[src/rtl/elevator_pkg.sv]
// Shared types and helpers for the elevator car controller: FSM state and
// direction encodings, floor index width, and per-floor request mask helpers.
package elevator_pkg;

  localparam int FLOOR_W    = 4;
  localparam int MAX_FLOORS = 1 << FLOOR_W;

  typedef enum logic [1:0] {
    IDLE      = 2'd0,
    MOVE_UP   = 2'd1,
    MOVE_DOWN = 2'd2,
    DOOR_OPEN = 2'd3
  } car_state_e;

  typedef enum logic {
    DIR_UP   = 1'b0,
    DIR_DOWN = 1'b1
  } dir_e;

  function automatic logic [MAX_FLOORS-1:0] above_mask(input logic [FLOOR_W-1:0] f);
    logic [MAX_FLOORS-1:0] m;
    for (int i = 0; i < MAX_FLOORS; i++) m[i] = (i > int'(f));
    return m;
  endfunction

  function automatic logic [MAX_FLOORS-1:0] below_mask(input logic [FLOOR_W-1:0] f);
    logic [MAX_FLOORS-1:0] m;
    for (int i = 0; i < MAX_FLOORS; i++) m[i] = (i < int'(f));
    return m;
  endfunction

  function automatic logic [MAX_FLOORS-1:0] floor_onehot(input logic [FLOOR_W-1:0] f);
    logic [MAX_FLOORS-1:0] m;
    m    = '0;
    m[f] = 1'b1;
    return m;
  endfunction

endpackage

[src/rtl/elevator_car_controller_cycle_timer.sv]
// Loadable down-counter with zero flag; one instance paces both floor travel
// and door dwell, since the car is never moving and door-open at once.
module cycle_timer #(
  parameter int W = 4
) (
  input  logic         clock,
  input  logic         reset,
  input  logic         load,
  input  logic [W-1:0] load_value,
  input  logic         dec,
  output logic         zero
);

  logic [W-1:0] count_q, count_d;

  always_comb begin
    count_d = count_q;
    if (load) begin
      count_d = load_value;
    end else if (dec && (count_q != '0)) begin
      count_d = count_q - W'(1);
    end
  end

  always_ff @(posedge clock) begin
    if (reset) begin
      count_q <= '0;
    end else begin
      count_q <= count_d;
    end
  end

  assign zero = (count_q == '0);

endmodule

[src/rtl/elevator_car_controller.sv]
// Single-car elevator controller: IDLE / MOVE_UP / MOVE_DOWN / DOOR_OPEN FSM.
// Optional emergency stop input is compiled in with ELEVATOR_ESTOP_EN.
module elevator_car_controller
  import elevator_pkg::*;
#(
  parameter int NUM_FLOORS    = 10,
  parameter int TRAVEL_CYCLES = 8,
  parameter int DOOR_CYCLES   = 6
) (
  input  logic                  clock,
  input  logic                  reset,
`ifdef ELEVATOR_ESTOP_EN
  input  logic                  estop,
`endif
  input  logic [NUM_FLOORS-1:0] requests,
  output logic [NUM_FLOORS-1:0] request_clear,
  output logic [FLOOR_W-1:0]    current_floor,
  output logic                  moving_up,
  output logic                  moving_down,
  output logic                  door_open,
  output logic [1:0]            ctrl_state
);

  localparam int MAX_CYC = (TRAVEL_CYCLES > DOOR_CYCLES) ? TRAVEL_CYCLES : DOOR_CYCLES;
  localparam int CNT_W   = $clog2(MAX_CYC + 1);
  localparam logic [CNT_W-1:0]   TRAVEL_LOAD = CNT_W'(TRAVEL_CYCLES - 1);
  localparam logic [CNT_W-1:0]   DOOR_LOAD   = CNT_W'(DOOR_CYCLES - 1);
  localparam logic [FLOOR_W-1:0] TOP_FLOOR   = FLOOR_W'(NUM_FLOORS - 1);

  car_state_e             state_q, state_d;
  dir_e                   last_dir_q, last_dir_d;
  logic [FLOOR_W-1:0]     floor_q, floor_d;
  logic [NUM_FLOORS-1:0]  clear_q, clear_d;
  logic                   up_q, up_d, down_q, down_d, door_q, door_d;

  logic                   freeze;
  logic                   t_load, t_dec, t_zero;
  logic [CNT_W-1:0]       t_value;
  logic [MAX_FLOORS-1:0]  req_live;
  logic [FLOOR_W-1:0]     step_floor;
  logic                   here_req, above_here, below_here;
  logic                   step_req, step_above, step_below, at_limit;

`ifdef ELEVATOR_ESTOP_EN
  assign freeze = estop;
`else
  assign freeze = 1'b0;
`endif

  cycle_timer #(.W(CNT_W)) u_timer (
    .clock      (clock),
    .reset      (reset),
    .load       (t_load),
    .load_value (t_value),
    .dec        (t_dec),
    .zero       (t_zero)
  );

  // A request whose clear pulse is still in flight is already being serviced;
  // masking it stops the detector's one-cycle clear latency from re-triggering.
  always_comb begin
    req_live   = MAX_FLOORS'(requests & ~clear_q);
    step_floor = (state_q == MOVE_DOWN) ? (floor_q - FLOOR_W'(1)) : (floor_q + FLOOR_W'(1));
    here_req   = req_live[floor_q];
    above_here = |(req_live & above_mask(floor_q));
    below_here = |(req_live & below_mask(floor_q));
    step_req   = req_live[step_floor];
    step_above = |(req_live & above_mask(step_floor));
    step_below = |(req_live & below_mask(step_floor));
    at_limit   = ((state_q == MOVE_UP) && (floor_q == TOP_FLOOR)) ||
                 ((state_q == MOVE_DOWN) && (floor_q == '0));
  end

  always_comb begin
    state_d    = state_q;
    floor_d    = floor_q;
    last_dir_d = last_dir_q;
    clear_d    = '0;
    t_load     = 1'b0;
    t_value    = '0;
    t_dec      = 1'b0;

    if (!freeze) begin
      case (state_q)
        IDLE: begin
          if (here_req) begin
            state_d = DOOR_OPEN;
            clear_d = NUM_FLOORS'(floor_onehot(floor_q));
            t_load  = 1'b1;
            t_value = DOOR_LOAD;
          end else if (above_here && (!below_here || (last_dir_q == DIR_UP))) begin
            state_d    = MOVE_UP;
            last_dir_d = DIR_UP;
            t_load     = 1'b1;
            t_value    = TRAVEL_LOAD;
          end else if (below_here) begin
            state_d    = MOVE_DOWN;
            last_dir_d = DIR_DOWN;
            t_load     = 1'b1;
            t_value    = TRAVEL_LOAD;
          end
        end

        MOVE_UP, MOVE_DOWN: begin
          if (!t_zero) begin
            t_dec = 1'b1;
          end else if (at_limit) begin
            state_d = IDLE;
          end else begin
            floor_d = step_floor;
            if (step_req) begin
              state_d = DOOR_OPEN;
              clear_d = NUM_FLOORS'(floor_onehot(step_floor));
              t_load  = 1'b1;
              t_value = DOOR_LOAD;
            end else if ((state_q == MOVE_UP) ? step_above : step_below) begin
              t_load  = 1'b1;
              t_value = TRAVEL_LOAD;
            end else begin
              state_d = IDLE;
            end
          end
        end

        DOOR_OPEN: begin
          if (here_req) begin
            clear_d = NUM_FLOORS'(floor_onehot(floor_q));
            t_load  = 1'b1;
            t_value = DOOR_LOAD;
          end else if (!t_zero) begin
            t_dec = 1'b1;
          end else begin
            state_d = IDLE;
          end
        end

        default: state_d = IDLE;
      endcase
    end

    up_d   = (state_d == MOVE_UP) && !freeze;
    down_d = (state_d == MOVE_DOWN) && !freeze;
    door_d = (state_d == DOOR_OPEN);
  end

  always_ff @(posedge clock) begin
    if (reset) begin
      state_q    <= IDLE;
      floor_q    <= '0;
      last_dir_q <= DIR_UP;
      clear_q    <= '0;
      up_q       <= 1'b0;
      down_q     <= 1'b0;
      door_q     <= 1'b0;
    end else begin
      state_q    <= state_d;
      floor_q    <= floor_d;
      last_dir_q <= last_dir_d;
      clear_q    <= clear_d;
      up_q       <= up_d;
      down_q     <= down_d;
      door_q     <= door_d;
    end
  end

  assign request_clear = clear_q;
  assign current_floor = floor_q;
  assign moving_up     = up_q;
  assign moving_down   = down_q;
  assign door_open     = door_q;
  assign ctrl_state    = state_q;

endmodule

[config.mk]
export PLATFORM = sky130hd
export DESIGN_NAME = elevator_car_controller
export DESIGN_NICKNAME = d
export VERILOG_FILES = /design/src/rtl/elevator_pkg.sv /design/src/rtl/elevator_car_controller_cycle_timer.sv /design/src/rtl/elevator_car_controller.sv
export SDC_FILE = /design/constraint.sdc
export NUM_CORES = 1
export LEC_CHECK = 0
export ABC_AREA = 1
export BUFFER_PORTS_ARGS = -buffer_cell sky130_fd_sc_hd__buf_4
export CAP_MARGIN = 30
export CORE_ASPECT_RATIO = 1.2
export CORE_MARGIN = 4
export CORE_UTILIZATION = 55
export CTS_BUF_LIST = sky130_fd_sc_hd__clkbuf_16
export DETAILED_ROUTE_END_ITERATION = 8
export PLACE_DENSITY = 0.88
export REMOVE_ABC_BUFFERS = 1
export SLEW_MARGIN = 10
export SYNTH_ARGS = -nofsm -noshare
export SYNTH_HDL_FRONTEND = slang
export SYNTH_SLANG_ARGS = --single-unit
[constraint.sdc]
create_clock -name clock -period 2.91 [get_ports clock]
set_input_delay 0.1455 -clock clock [delete_from_list [all_inputs] [get_ports clock]]
set_output_delay 0.1455 -clock clock [all_outputs]
set_load 0.01 [all_outputs]
# Word-level counts from Yosys, hierarchy flattened
# Index checks and enable logic that the tools add are counted.
dict set report word_totals {
  reg_bits 24
  in_bits 12
  output_inout_bits 19
  wordCells 164
}
dict set report classes {
  addsub 3
  order_cmp 64
  n_eq_ne 7
  n_mux 50
  n_bitwise 9
  n_reduce_logical 23
}
# op count
set ops {}
lappend ops {{greater-than comparator 4 bit (first input constant)} 16}
lappend ops {{OR reduction 16 bit} 4}
lappend ops {{less-than comparator 4 bit (first input constant)} 14}
lappend ops {{two-way mux 10 bit} 4}
lappend ops {{bitwise AND 16 x 15 -> 16 bit} 2}
lappend ops {{bitwise AND 16 bit} 2}
lappend ops {{greater-than comparator 3 x 4 -> 1 bit (first input constant)} 8}
lappend ops {{less-than comparator 3 x 4 -> 1 bit (first input constant)} 8}
lappend ops {{two-way mux 3 bit} 7}
lappend ops {{case mux 10 bit (2 select lines)} 1}
lappend ops {{two-way mux 2 bit} 9}
lappend ops {{two-way mux 1 bit} 17}
lappend ops {{bitwise AND 10 x 16 -> 16 bit} 1}
lappend ops {{greater-than comparator 2 x 4 -> 1 bit (first input constant)} 4}
lappend ops {{less-than comparator 1 x 4 -> 1 bit (first input constant)} 4}
lappend ops {{less-than comparator 2 x 4 -> 1 bit (first input constant)} 4}
lappend ops {{two-way mux 4 bit} 4}
lappend ops {{inverter 10 -> 16 bit} 1}
lappend ops {{case mux 4 bit (3 select lines)} 1}
lappend ops {{less-than comparator 4 x 5 -> 1 bit (second input constant)} 2}
lappend ops {{binary-select mux 1 bit (select 4 bit)} 2}
lappend ops {{demux 1 bit (select 4 bit)} 2}
lappend ops {{== test 2 bit (second input constant)} 4}
lappend ops {{greater-or-equal comparator 4 x 1 -> 1 bit (second input constant)} 2}
lappend ops {{other kinds (18)} 33}

# Logic depth before layout (Yosys ltp)
# Gate-level depths: netlist of run 1.
dict set report depth {
  ltp_word 12
  ltp_mapped 24
  ltp_nobuf 23
}

# By module
# From an unflattened synthesis of run 1, not the netlist that was laid out.
dict set report hier_totals {
  cells_unflattened 373
  hier_area_um2 2312.2
}
# module n_inst cells_each area_each_um2 seq_area_each_um2
set modules_own_cells {}
lappend modules_own_cells {elevator_car_controller 1 332 2038.2 400.4}
lappend modules_own_cells {cycle_timer 1 41 274.0 80.1}

# Least setup slack after synthesis of run 1
# Ideal clock, no wire load.
dict set report synth_timing {
  path_type {register to register}
  startpoint {register floor_q[0], in the netlist current_floor[0]}
  endpoint {register down_q, in the netlist moving_down}
  setup_ns 0.116
  arrival_time_ns 2.532
  required_ns 2.794
  setup_slack_ns 0.262
  path_stages_with_launch 21
  n_path_buf 2
  synth_period_minus_slack_ns 2.648
  cell_sequence {dfxtp_1 -> buf_4 -> inv_2 -> buf_2 -> ha_1 -> xnor2_1 -> nand2_1 -> inv_1 -> nand3_2 -> nand2_1 -> nand3_1 -> nor2_1 -> nand2_1 -> nand2_2 -> nand2_2 -> nand2_1 -> nand2_1 -> nand2_1 -> nand2_1 -> nand3_2 -> nor2_2}
}
dict set report synth_between {
  elab_chain_len 12
  word_cells_on_any_way 94
  classes_between {add/sub: 2; order compare: 60; eq/ne: 2; mux: 15; bitwise: 4; reduce/logical: 11}
}
# element line_no
set synth_rtl {}
lappend synth_rtl {{start: declaration} elevator_car_controller.sv:32} ;# logic [FLOOR_W-1:0] floor_q, floor_d;
lappend synth_rtl {{start signal: assignment} elevator_car_controller.sv:157} ;# floor_q <= floor_d;
lappend synth_rtl {{adder 4 x 1 -> 4 bit / subtractor 4 x 1 -> 4 bit (equally long branches)} elevator_car_controller.sv:63} ;# step_floor = (state_q == MOVE_DOWN) ? (floor_q - FLOOR_W'(1)) : (floor_q + FLOOR_W'(1));
lappend synth_rtl {{two-way mux 4 bit} elevator_car_controller.sv:63}
lappend synth_rtl {{less-than comparator 1 x 4 -> 1 bit, or another cell as far along} elevator_pkg.sv:28} ;# for (int i = 0; i < MAX_FLOORS; i++) m[i] = (i < int'(f));
lappend synth_rtl {{bitwise AND 16 x 15 -> 16 bit / bitwise AND 16 bit (equally long branches)} {elevator_car_controller.sv:69, elevator_car_controller.sv:68}}
lappend synth_rtl {{OR reduction 16 bit (on tied branches)} {elevator_car_controller.sv:69, elevator_car_controller.sv:68}}
lappend synth_rtl {{two-way mux 1 bit} elevator_car_controller.sv:116} ;# end else if ((state_q == MOVE_UP) ? step_above : step_below) begin
lappend synth_rtl {{two-way mux 2 bit} elevator_car_controller.sv:116}
lappend synth_rtl {{two-way mux 2 bit} elevator_car_controller.sv:111} ;# if (step_req) begin
lappend synth_rtl {{two-way mux 2 bit} elevator_car_controller.sv:107} ;# end else if (at_limit) begin
lappend synth_rtl {{two-way mux 2 bit} elevator_car_controller.sv:105} ;# if (!t_zero) begin
lappend synth_rtl {{case mux 2 bit (3 select lines) *} elevator_car_controller.sv:84} ;# case (state_q)
lappend synth_rtl {{== test 2 bit *} elevator_car_controller.sv:142} ;# down_d = (state_d == MOVE_DOWN) && !freeze;
lappend synth_rtl {{end signal: assignment} elevator_car_controller.sv:161} ;# down_q <= down_d;
lappend synth_rtl {{end: declaration} elevator_car_controller.sv:34} ;# logic up_q, up_d, down_q, down_d, door_q, door_d;
# Mark *: on every way between the ends. The rest lies on a longest branch, timed or not. The select of a mux whose other input is x is not followed.
# A chain may end at the register's enable or synchronous reset.

# Final worst setup path of run 1
dict set report layout_timing {
  startpoint {register floor_q[1], in the netlist current_floor[1]}
  endpoint {register state_q[1], in the netlist ctrl_state[1]}
}
dict set report layout_between {
  elab_chain_len 11
  word_cells_on_any_way 93
  classes_between {add/sub: 2; order compare: 60; eq/ne: 1; mux: 15; bitwise: 4; reduce/logical: 11}
}
# element line_no
set layout_rtl {}
lappend layout_rtl {{adder 4 x 1 -> 4 bit / subtractor 4 x 1 -> 4 bit (equally long branches)} elevator_car_controller.sv:63}
lappend layout_rtl {{two-way mux 4 bit} elevator_car_controller.sv:63}
lappend layout_rtl {{less-than comparator 1 x 4 -> 1 bit, or another cell as far along} elevator_pkg.sv:28}
lappend layout_rtl {{bitwise AND 16 x 15 -> 16 bit / bitwise AND 16 bit (equally long branches)} {elevator_car_controller.sv:69, elevator_car_controller.sv:68}}
lappend layout_rtl {{OR reduction 16 bit (on tied branches)} {elevator_car_controller.sv:69, elevator_car_controller.sv:68}}
lappend layout_rtl {{two-way mux 1 bit} elevator_car_controller.sv:116}
lappend layout_rtl {{two-way mux 2 bit} elevator_car_controller.sv:116}
lappend layout_rtl {{two-way mux 2 bit} elevator_car_controller.sv:111}
lappend layout_rtl {{two-way mux 2 bit} elevator_car_controller.sv:107}
lappend layout_rtl {{two-way mux 2 bit} elevator_car_controller.sv:105}
lappend layout_rtl {{case mux 2 bit (3 select lines) *} elevator_car_controller.sv:84}
lappend layout_rtl {{end signal: assignment} elevator_car_controller.sv:156} ;# state_q <= state_d;
lappend layout_rtl {{end: declaration} elevator_car_controller.sv:30} ;# car_state_e state_q, state_d;
# Marks and branches as above.

==> Flow_metrics.wiki, run 1 <==
{| class="wikitable"
! Metric !! Value
|-
| Outcome || complete, no violations
|-
| Final setup violation count || 0
|-
| Most instantiated library cell after synthesis || sky130_fd_sc_hd__nand2_1
|-
| Largest net degree at the start of global routing || 18
|-
| Buffer type at the clock tree root || sky130_fd_sc_hd__clkbuf_16
|-
| Maximum clock insertion buffer count || 2
|-
| Horiz. Die Dim || about 66 um
|-
| Most numerous cell types in the synthesized netlist || sky130_fd_sc_hd__nand2_1, sky130_fd_sc_hd__inv_1, sky130_fd_sc_hd__nor2_1
|-
| Cell Count Post-Placement || 449
|-
| Layout area overhead || 17.7%
|-
| Max Cap Viol || 0
|-
| Router iterations before antenna repair || 6
|-
| First DRT Iteration DRCs || 303
|-
| Fraction of power consumed by sequential logic || 15.3%
|-
| Initial Utilization || 56.7%
|-
| Wirelength, routed || between 6000 and 7000 um
|-
| CP Class || reg -> reg
|-
| Die height || 77.6 um
|-
| Leakage component of the power || approximately 1.3 nW
|-
| Setup slack of the most critical reg-to-reg path || 0.30 ns
|-
| Per-cell via count in the routed design || approximately 5.6
|-
| Required time of the critical path || roughly 3.1 ns
|-
| Setup total negative slack || 0 ns
|-
| Number of global-route vias before repair || 2460
|-
| H-tree level count || 1
|-
| Count of unique library cells instantiated by Yosys || 35
|-
| Int Pwr || approximately 1.4 mW
|-
| Final hold violations || 0
|-
| Core area || just under 0.004 mm^2
|-
| Power dissipated by switching net loads || 1.84 mW
|-
| Top-Level Pins || 31
|-
| Mean routed wirelength per cell || 15.2 um
|-
| Worst Skew || 0.00179 ns
|-
| Total number of vias || approximately 2600
|-
| Slew Limit Headroom || 54.8%
|-
| Class of the most critical hold timing path || in -> reg
|-
| Total die area || 0.00512 mm^2
|-
| R2r startpoint || current_floor[1]
|-
| GR Overflow Total || 0
|-
| Period utilisation layout || 89.5%
|-
| Latest clock arrival within the worst-skew pair || around 0.25 ns
|-
| Combinational cell fraction of total power || approximately 76%
|-
| Drc violations || 0
|-
| Antenna violations before repair || 0
|-
| Switching Share || between 50% and 60%
|-
| Part of the power in the clock network || 9.2%
|-
| Wire length of the first global-routing pass || roughly 11000 um
|-
| Number of synthesized flops with an enable pin || 0
|-
| Worst flop-to-flop path endpoint || ctrl_state[1]
|-
| Slew at the pin closest to its max-slew limit || 0.675 ns
|-
| Routing usage on met1 || 33.0%
|-
| Estimated wirelength of the detail-placed design || approximately 5300 um
|-
| Fraction of final layout cells sized beyond drive strength 1 || ~20%
|-
| Post-Synthesis Cells || 366
|-
| Dominant synthesized flop cell || sky130_fd_sc_hd__dfxtp_1
|-
| Number of buffers added by the clock tree synthesis step || 3
|-
| Setup repair after global routing missed its margin || no
|-
| Logic depth of the worst register-to-register path || 18
|-
| Global-route track usage on met3 || 4.34%
|-
| Antenna cell count || 0
|-
| Smallest hold slack || about 0.17 ns
|-
| Number of port buffers || 30
|-
| Avg Synthesized Cell Area || between 6 and 7 um^2
|-
| Top cell type's share of synthesized area || roughly 22%
|-
| End point of the worst hold path || request_clear[0]
|-
| DRT antenna net count || 0
|-
| Depth of the worst hold-timing path || 2
|-
| Routability cong. || 1.02
|-
| Met2 global-route usage || a little under half
|-
| Post-synthesis async set-or-reset flop share || 0%
|-
| Crit path arrival time || about 2.8 ns
|-
| Worst-case vdd ir drop || 0.808 mV
|-
| Leading cell types by total area after synthesis || sky130_fd_sc_hd__dfxtp_1, sky130_fd_sc_hd__nand2_1, sky130_fd_sc_hd__inv_1
|-
| Gr usage total || between 20% and 30%
|-
| Final Max Tran Viols || 0
|-
| Synth warnings || 0
|-
| CTS clock-pin slew for the worst setup and hold paths || approximately 0.060 ns
|-
| Startpoint of the most critical hold path || reset
|-
| Nature of the critical path startpoint || flip-flop
|-
| Post-synthesis register bit count || 24
|-
| Floorplan row count || 25
|-
| Final net count || 422
|-
| Clock tree from TritonCTS || built
|-
| Largest area contributor in the synthesized netlist || sky130_fd_sc_hd__dfxtp_1
|-
| Endpoint class of the critical path || flip-flop
|-
| Synth Cell Area || 0.00222 mm^2
|-
| Clk sink count || 24
|-
| Pwr dens || 1230 mW/mm^2
|-
| Max Clk Rate || 384 MHz
|-
| Layer with the highest usage after global routing || met2
|-
| Maximum fanout along the worst path || 10
|-
| Proportion of synthesized chip area in sequential cells || 21.7%
|-
| Tmin final || approximately 2.6 ns
|-
| Number of standard cells in the layout, taps in and fillers out || around 450
|-
| Number of hold buffers added after CTS || 0
|}
-- through the flow --
step           util [%]  power, mW  area, um^2  setup WS (ns)
2_1_floorplan         -       2.18        2170          0.287
3_3_place_gp       64.0       2.82        2500         0.0390
3_5_place_dp       64.0       2.82        2500         0.0507
4_1_cts            66.0       3.13        2580         0.0236
5_1_grt            66.8       3.50        2610         0.0387
6_report           66.8       3.22        2610          0.304
-- power by group through the flow --
stage | clock network, mW | registers, mW | logic [mW]
global placement | 0 | 0.494 | 2.33
global route | 0.315 | 0.504 | 2.68
floorplan | 0 | 0.536 | 1.65
detailed placement | 0 | 0.497 | 2.32
CTS | 0.300 | 0.492 | 2.33
finish | 0.295 | 0.493 | 2.43
-- placed cells by master (no fill, tap or decap), drive strengths merged --
cell type / netlist / layout
a221oi: 1 / 1
a311oi: 1 / 1
a22oi: 2 / 2
o21ai: 28 / 28
or2: 1 / 1
o211ai: 2 / 2
nor3: 2 / 2
inv: 59 / 59
clkinv: 0 / 1
a21oi: 28 / 28
o22ai: 1 / 1
ha: 10 / 10
xnor2: 1 / 1
nand3: 43 / 43
xor2: 2 / 2
nand4: 9 / 9
nand2: 87 / 87
o2111ai: 1 / 1
dfxtp: 24 / 24
buf: 6 / 36
a31oi: 3 / 3
clkbuf: 1 / 3
a211oi: 1 / 1
nor2: 53 / 53
-- logic make-up (layout without fill, tap and decap cells) --
family,count (synthesis),in the layout,synth area share [%]
buffers and inverters,66,99,12.4
xor gates and xnor gates,3,3,1.52
DFF,24,24,21.7
AOI/OAI and AO/OA,68,68,17.0
and+or+nand+nor,195,195,41.8
adders and majority gates,10,10,5.64
-- routing by layer --
metal	share of wire, %	vias up
met3	7.8	37
met5	0	-
met2	49	141
met1	38	1123
li1	-	1257
met4	4.9	0
-- worst max-delay path by stage --
stage,end,startpoint,cells after the start,slack (ns)
final,ctrl_state[1],current_floor[1],18,0.30
after global routing,ctrl_state[1],current_floor[1],18,0.04
after CTS,ctrl_state[1],current_floor[1],18,0.02
after floorplan,moving_down,current_floor[0],18,0.29
after detailed placement,ctrl_state[1],current_floor[1],18,0.05
after global placement,ctrl_state[1],current_floor[1],18,0.04
-- layout make-up --
| cell class | count | area [um^2] |
|---|---|---|
| Sequential cell | 24 | 482 |
| Clock inverter | 1 | 3.75 |
| Timing Repair Buffer | 36 | 270 |
| Tap cell | 54 | 67.6 |
| Inverter | 59 | 224 |
| Multi-Input combinational cell | 276 | 1490 |
| Fill cell | 369 | 1300 |
| Clock buffer | 3 | 75.1 |
-- sequential cells by signal (all words and copies together), names as in the netlist --
signal,count
request_clear,10
moving_down,1
ctrl_state,2
last_dir_q,1
door_open,1
u_timer.count_q,4
moving_up,1
current_floor,4
-- what timing repair did --
| item | CTS | global route |
|---|---|---|
| setup endpoints to repair | 0 | 9 |
| buffers inserted | 0 | 0 |
| gates resized for setup | 0 | 6 |
-- critical path, cell delays in order, from the launching register on --
cell and delay (ns):
sky130_fd_sc_hd__dfxtp_2 0.43, sky130_fd_sc_hd__inv_1 0.12, sky130_fd_sc_hd__ha_1 0.40, sky130_fd_sc_hd__xnor2_2 0.28
sky130_fd_sc_hd__nand2_1 0.15, sky130_fd_sc_hd__inv_2 0.16, sky130_fd_sc_hd__nand3_2 0.08, sky130_fd_sc_hd__nand2_1 0.07
sky130_fd_sc_hd__nand3_1 0.07, sky130_fd_sc_hd__nor2_1 0.12, sky130_fd_sc_hd__nand2_1 0.07, sky130_fd_sc_hd__nand2_2 0.08
sky130_fd_sc_hd__nand2_2 0.07, sky130_fd_sc_hd__nand2_1 0.06, sky130_fd_sc_hd__nand2_1 0.04, sky130_fd_sc_hd__nand2_1 0.08
sky130_fd_sc_hd__nand2_1 0.08, sky130_fd_sc_hd__nand3_2 0.09, sky130_fd_sc_hd__inv_1 0.04
Power figures use the tool's default switching activity.
==> inputs of run 2 (changes only) <==
CTS_BUF_LIST = sky130_fd_sc_hd__clkbuf_4 sky130_fd_sc_hd__clkbuf_8 sky130_fd_sc_hd__clkbuf_16   (was sky130_fd_sc_hd__clkbuf_16)
SETUP_SLACK_MARGIN = 0.02   (was default)
SYNTH_HIERARCHICAL = 1   (was default)
==> run 2 against run 1 <==
Effect of this change: critical path depth grew 5; sequential share of layout area shrank 0.74 points; area after synthesis grew 4.3%; core utilization grew 1.5 points; register-to-register slack lost 0.07 ns; design area grew 4.7%; wire length grew 2.7%; first-iteration DRC count shrank 6.6%; clock power is essentially flat; critical endpoint is now u_timer/count_q[2]; largest power group unchanged.
==> Flow_metrics.wiki, run 2 <==
{| class="wikitable"
! Metric !! Value
|-
| Outcome || complete, no violations
|-
| Setup repair after global routing missed its margin || no
|-
| Fraction of the mapped netlist area in compound gates || 16.8% (-0.16 points)
|-
| Worst-case vdd ir drop || 0.803 mV (-0.61%)
|-
| Drc violations || 0 (unchanged)
|-
| Cells traversed along the worst timing path || inv_1 > ha_4 > inv_2 > nand2_2 > nand2_4 > inv_4 > nand2_4 > inv_2 > nand3_1 > nand2_1 > nand2_1 > nor2_1 > nand3_1 > nand2_1 > nand2_2 > nand3_1 > nand3_2 > inv_4 > nand2_1 > o22ai_1 > nand2_1 > nand2_1 > nor2_1
|-
| Most instantiated library cell after synthesis || sky130_fd_sc_hd__nand2_1
|-
| Mean routed wirelength per cell || 15.1 um (-0.16%)
|-
| Worst setup slack before clock tree synthesis || 0.0777 ns (+0.0270 ns)
|-
| Layout area overhead || 18.2%
|-
| Wirelength, routed || 7050 um (+2.7%)
|-
| Clock tree from TritonCTS || built
|-
| Worst Skew || 0.00216 ns (+0.000364 ns)
|-
| Max FFs per register || 10 (unchanged)
|-
| H-tree level count || 1 (unchanged)
|-
| Combinational family with the most area after synthesis || simple AND/OR/NAND/NOR gates
|-
| Endpoint class of the critical path || flip-flop
|-
| Final core utilization || 68.3% (+1.5 points)
|-
| Total number of vias || 2688 (+5.1%)
|-
| Layer with the highest usage after global routing || met2
|-
| Floorplan row count || 25 (unchanged)
|-
| Dominant synthesized flop cell || sky130_fd_sc_hd__dfxtp_1
|-
| Buffer type at the clock tree root || sky130_fd_sc_hd__clkbuf_8
|-
| Number of synthesized flops with an enable pin || 0 (unchanged)
|-
| Per-cell via count in the routed design || 5.77 (+2.2%)
|-
| CTS clock-pin slew for the worst setup and hold paths || 0.09 ns (+0.03 ns)
|-
| Final Max Tran Viols || 0 (unchanged)
|-
| Count of unique library cells instantiated by Yosys || 38 (+8.6%)
|-
| Pwr dens || 1300 mW/mm^2 (+5.2%)
|-
| Most numerous cell types in the synthesized netlist || sky130_fd_sc_hd__nand2_1, sky130_fd_sc_hd__inv_1, sky130_fd_sc_hd__nor2_1
|-
| Synth warnings || 6 (+6)
|-
| Gr usage total || 28.3% (+0.50 points)
|-
| Period utilisation layout || 91.8% (+2.3 points)
|-
| Avg Synthesized Cell Area || 6.20 um^2 (+2.3%)
|-
| Clk sink count || 24 (unchanged)
|-
| Final hold violations || 0 (unchanged)
|-
| Number of global-route vias before repair || 2582 (+5.0%)
|-
| Estimated wirelength of the detail-placed design || 5510 um (+3.5%)
|-
| CP peak stage delay || 0.36 ns (-0.07 ns)
|-
| Nature of the critical path startpoint || flip-flop
|-
| Proportion of synthesized chip area in sequential cells || 20.8% (-0.89 points)
|-
| Synth Cell Area || 0.00231 mm^2 (+4.3%)
|-
| Required time of the critical path || 3.09 ns (+0.03 ns)
|-
| Largest area contributor in the synthesized netlist || sky130_fd_sc_hd__dfxtp_1
|-
| DRT antenna net count || 0 (unchanged)
|-
| Final net count || 434 (+2.8%)
|-
| Global-route track usage on met3 || 3.25% (-1.1 points)
|-
| Maximum clock insertion buffer count || 2 (unchanged)
|-
| First DRT Iteration DRCs || 283 (-6.6%)
|-
| Router iterations before antenna repair || 7 (+1)
|-
| Class of the most critical hold timing path || in -> reg
|-
| Latest clock arrival within the worst-skew pair || 0.27 ns (+0.02 ns)
|-
| Top cell type's share of synthesized area || 20.8% (-0.89 points)
|-
| Cell Count Post-Placement || 462 (+2.9%)
|-
| Final setup violation count || 0 (unchanged)
|-
| Number of buffers added for setup after CTS || 0 (unchanged)
|-
| Top-Level Pins || 31 (unchanged)
|-
| Leading cell types by total area after synthesis || sky130_fd_sc_hd__dfxtp_1, sky130_fd_sc_hd__nand2_1, sky130_fd_sc_hd__nand3_1
|-
| Synth Area in XOR/XNOR || 0.379% (-1.1 points)
|-
| Post-Synth Simple-Gate Area || 43.3% (+1.5 points)
|-
| Number of standard cells in the layout, taps in and fillers out || 466 (+2.9%)
|-
| Number of buffers added by the clock tree synthesis step || 3 (unchanged)
|-
| Max Clk Rate || 374 MHz (-2.5%)
|-
| Antenna violations before repair || 0 (unchanged)
|-
| Most used cells in the layout excluding fill and tap cells || sky130_fd_sc_hd__nand2_1, sky130_fd_sc_hd__inv_1, sky130_fd_sc_hd__buf_4
|-
| Antenna cell count || 0 (unchanged)
|-
| Crit-path slowest cell || sky130_fd_sc_hd__dfxtp_2
|-
| Smallest hold slack || 0.160 ns (-0.0106 ns)
|-
| Met2 global-route usage || 48.4% (+2.6 points)
|-
| Wire length of the first global-routing pass || 11800 um (+4.6%)
|-
| Horiz. Die Dim || 67.2 um (+1.9%)
|-
| Largest net degree at the start of global routing || 19 (+1)
|-
| Number of port buffers || 30 (unchanged)
|-
| Routability cong. || 1.03 (+0.37%)
|-
| Maximum fanout along the worst path || 7 (-3)
|-
| Post-Synthesis Cells || 373 (+1.9%)
|-
| Tmin final || 2.67 ns (+0.0658 ns)
|-
| Max Cap Viol || 0 (unchanged)
|-
| Total die area || 0.00531 mm^2 (+3.8%)
|-
| Fraction of final layout cells sized beyond drive strength 1 || 25.5% (+5.9 points)
|-
| Die height || 79.0 um (+1.9%)
|-
| Crit path arrival time || 2.85 ns (+0.09 ns)
|-
| Cell with the most instances on the worst path || sky130_fd_sc_hd__nand2_1
|-
| Initial Utilization || 57.8% (+1.0 points)
|-
| Post-synthesis async set-or-reset flop share || 0% (unchanged)
|-
| Fraction of synthesized area in multiplexers || 0% (unchanged)
|-
| Routing usage on met1 || 34.8% (+1.9 points)
|-
| CP Class || reg -> reg
|-
| Setup total negative slack || 0 ns (unchanged)
|-
| Post-synthesis register bit count || 24 (unchanged)
|-
| Synth Area in Adders || 4.87% (-0.77 points)
|-
| Core area || 0.00400 mm^2 (+2.4%)
|-
| Setup WS post-layout || 0.238 ns (-0.0658 ns)
|-
| Leakage component of the power || 1.35 nW (+4.6%)
|-
| Most frequent standard cell in the layout excluding fill and tap cells || sky130_fd_sc_hd__nand2_1
|-
| GR Overflow Total || 0 (unchanged)
|}
-- run 2: cell count changes after synthesis, moves of 4 or more --
| cell | before | now |
|---|---|---|
| sky130_fd_sc_hd__inv_1 | 53 | 46 |
| sky130_fd_sc_hd__inv_2 | 5 | 11 |
| sky130_fd_sc_hd__nand2_1 | 74 | 70 |
| sky130_fd_sc_hd__nand3_1 | 39 | 35 |
| sky130_fd_sc_hd__nor3_1 | 2 | 6 |
| sky130_fd_sc_hd__o21ai_0 | 20 | 13 |
-- run 2: kinds of logic after synthesis --
kind of cell / Yosys count
AND/OR/NAND/NOR: 199
buffers and inverters: 71
AO/OA/AOI/OAI: 68
flip-flops: 24
adder cells (fa/ha/maj): 9
XOR/XNOR: 1
other: 1
-- run 2: metrics by stage --
stage / area [um^2] / power, mW
CTS: 2710 / 3.45
floorplan: 2230 / 2.38
global placement: 2640 / 3.13
finish: 2730 / 3.54
detailed placement: 2640 / 3.13
global route: 2730 / 3.85
-- run 2: worst paths after layout --
path	start	endpoint	slack (ns)	cells past startpoint
worst min-delay path	reset	u_timer/count_q[3]	0.16	2
worst max-delay path	ctrl_state[0]	u_timer/count_q[2]	0.24	23
worst min register to register	u_timer/count_q[3]	u_timer/count_q[3]	0.50	2
worst max register to register	ctrl_state[0]	u_timer/count_q[2]	0.24	23
-- run 2: routing by layer --
metal,wire length (um),vias to the layer above,share of wire (%)
li1,-,1298,-
met1,2730,1208,39
met2,3490,152,49
met3,528,30,7.5
met4,302,0,4.3
met5,0,-,0
-- run 2: report_power, final --
part	internal (mW)	leakage (nW)	switching [mW]
clock	0.184	0.0357	0.114
combinational	0.913	1.12	1.82
sequential	0.418	0.197	0.0951
total	1.52	1.35	2.03
-- run 2: area by class of cell --
| class | instances | area [um^2] |
|---|---|---|
| clock buffer | 3 | 41.3 |
| timing repair buffer | 45 | 338 |
| sequential | 24 | 484 |
| clock inverter | 1 | 30.0 |
| multi-input combinational | 278 | 1530 |
| fill | 378 | 1270 |
| inverter | 61 | 240 |
| tap | 54 | 67.6 |
-- run 2: critical path: cells and delay by family (launching register included) --
family                     cells  cell delay, ns
and+or+nand+nor               16            1.28
buffers and inverters          5            0.59
DFF                            1            0.36
adders and majority gates      1            0.22
AOI/OAI and AO/OA              1            0.11
-- run 2: repair_timing --
item,CTS,global route
setup endpoints to repair,0,4
hold buffers,0,0
hold endpoints to repair,0,0
resized for setup,0,7
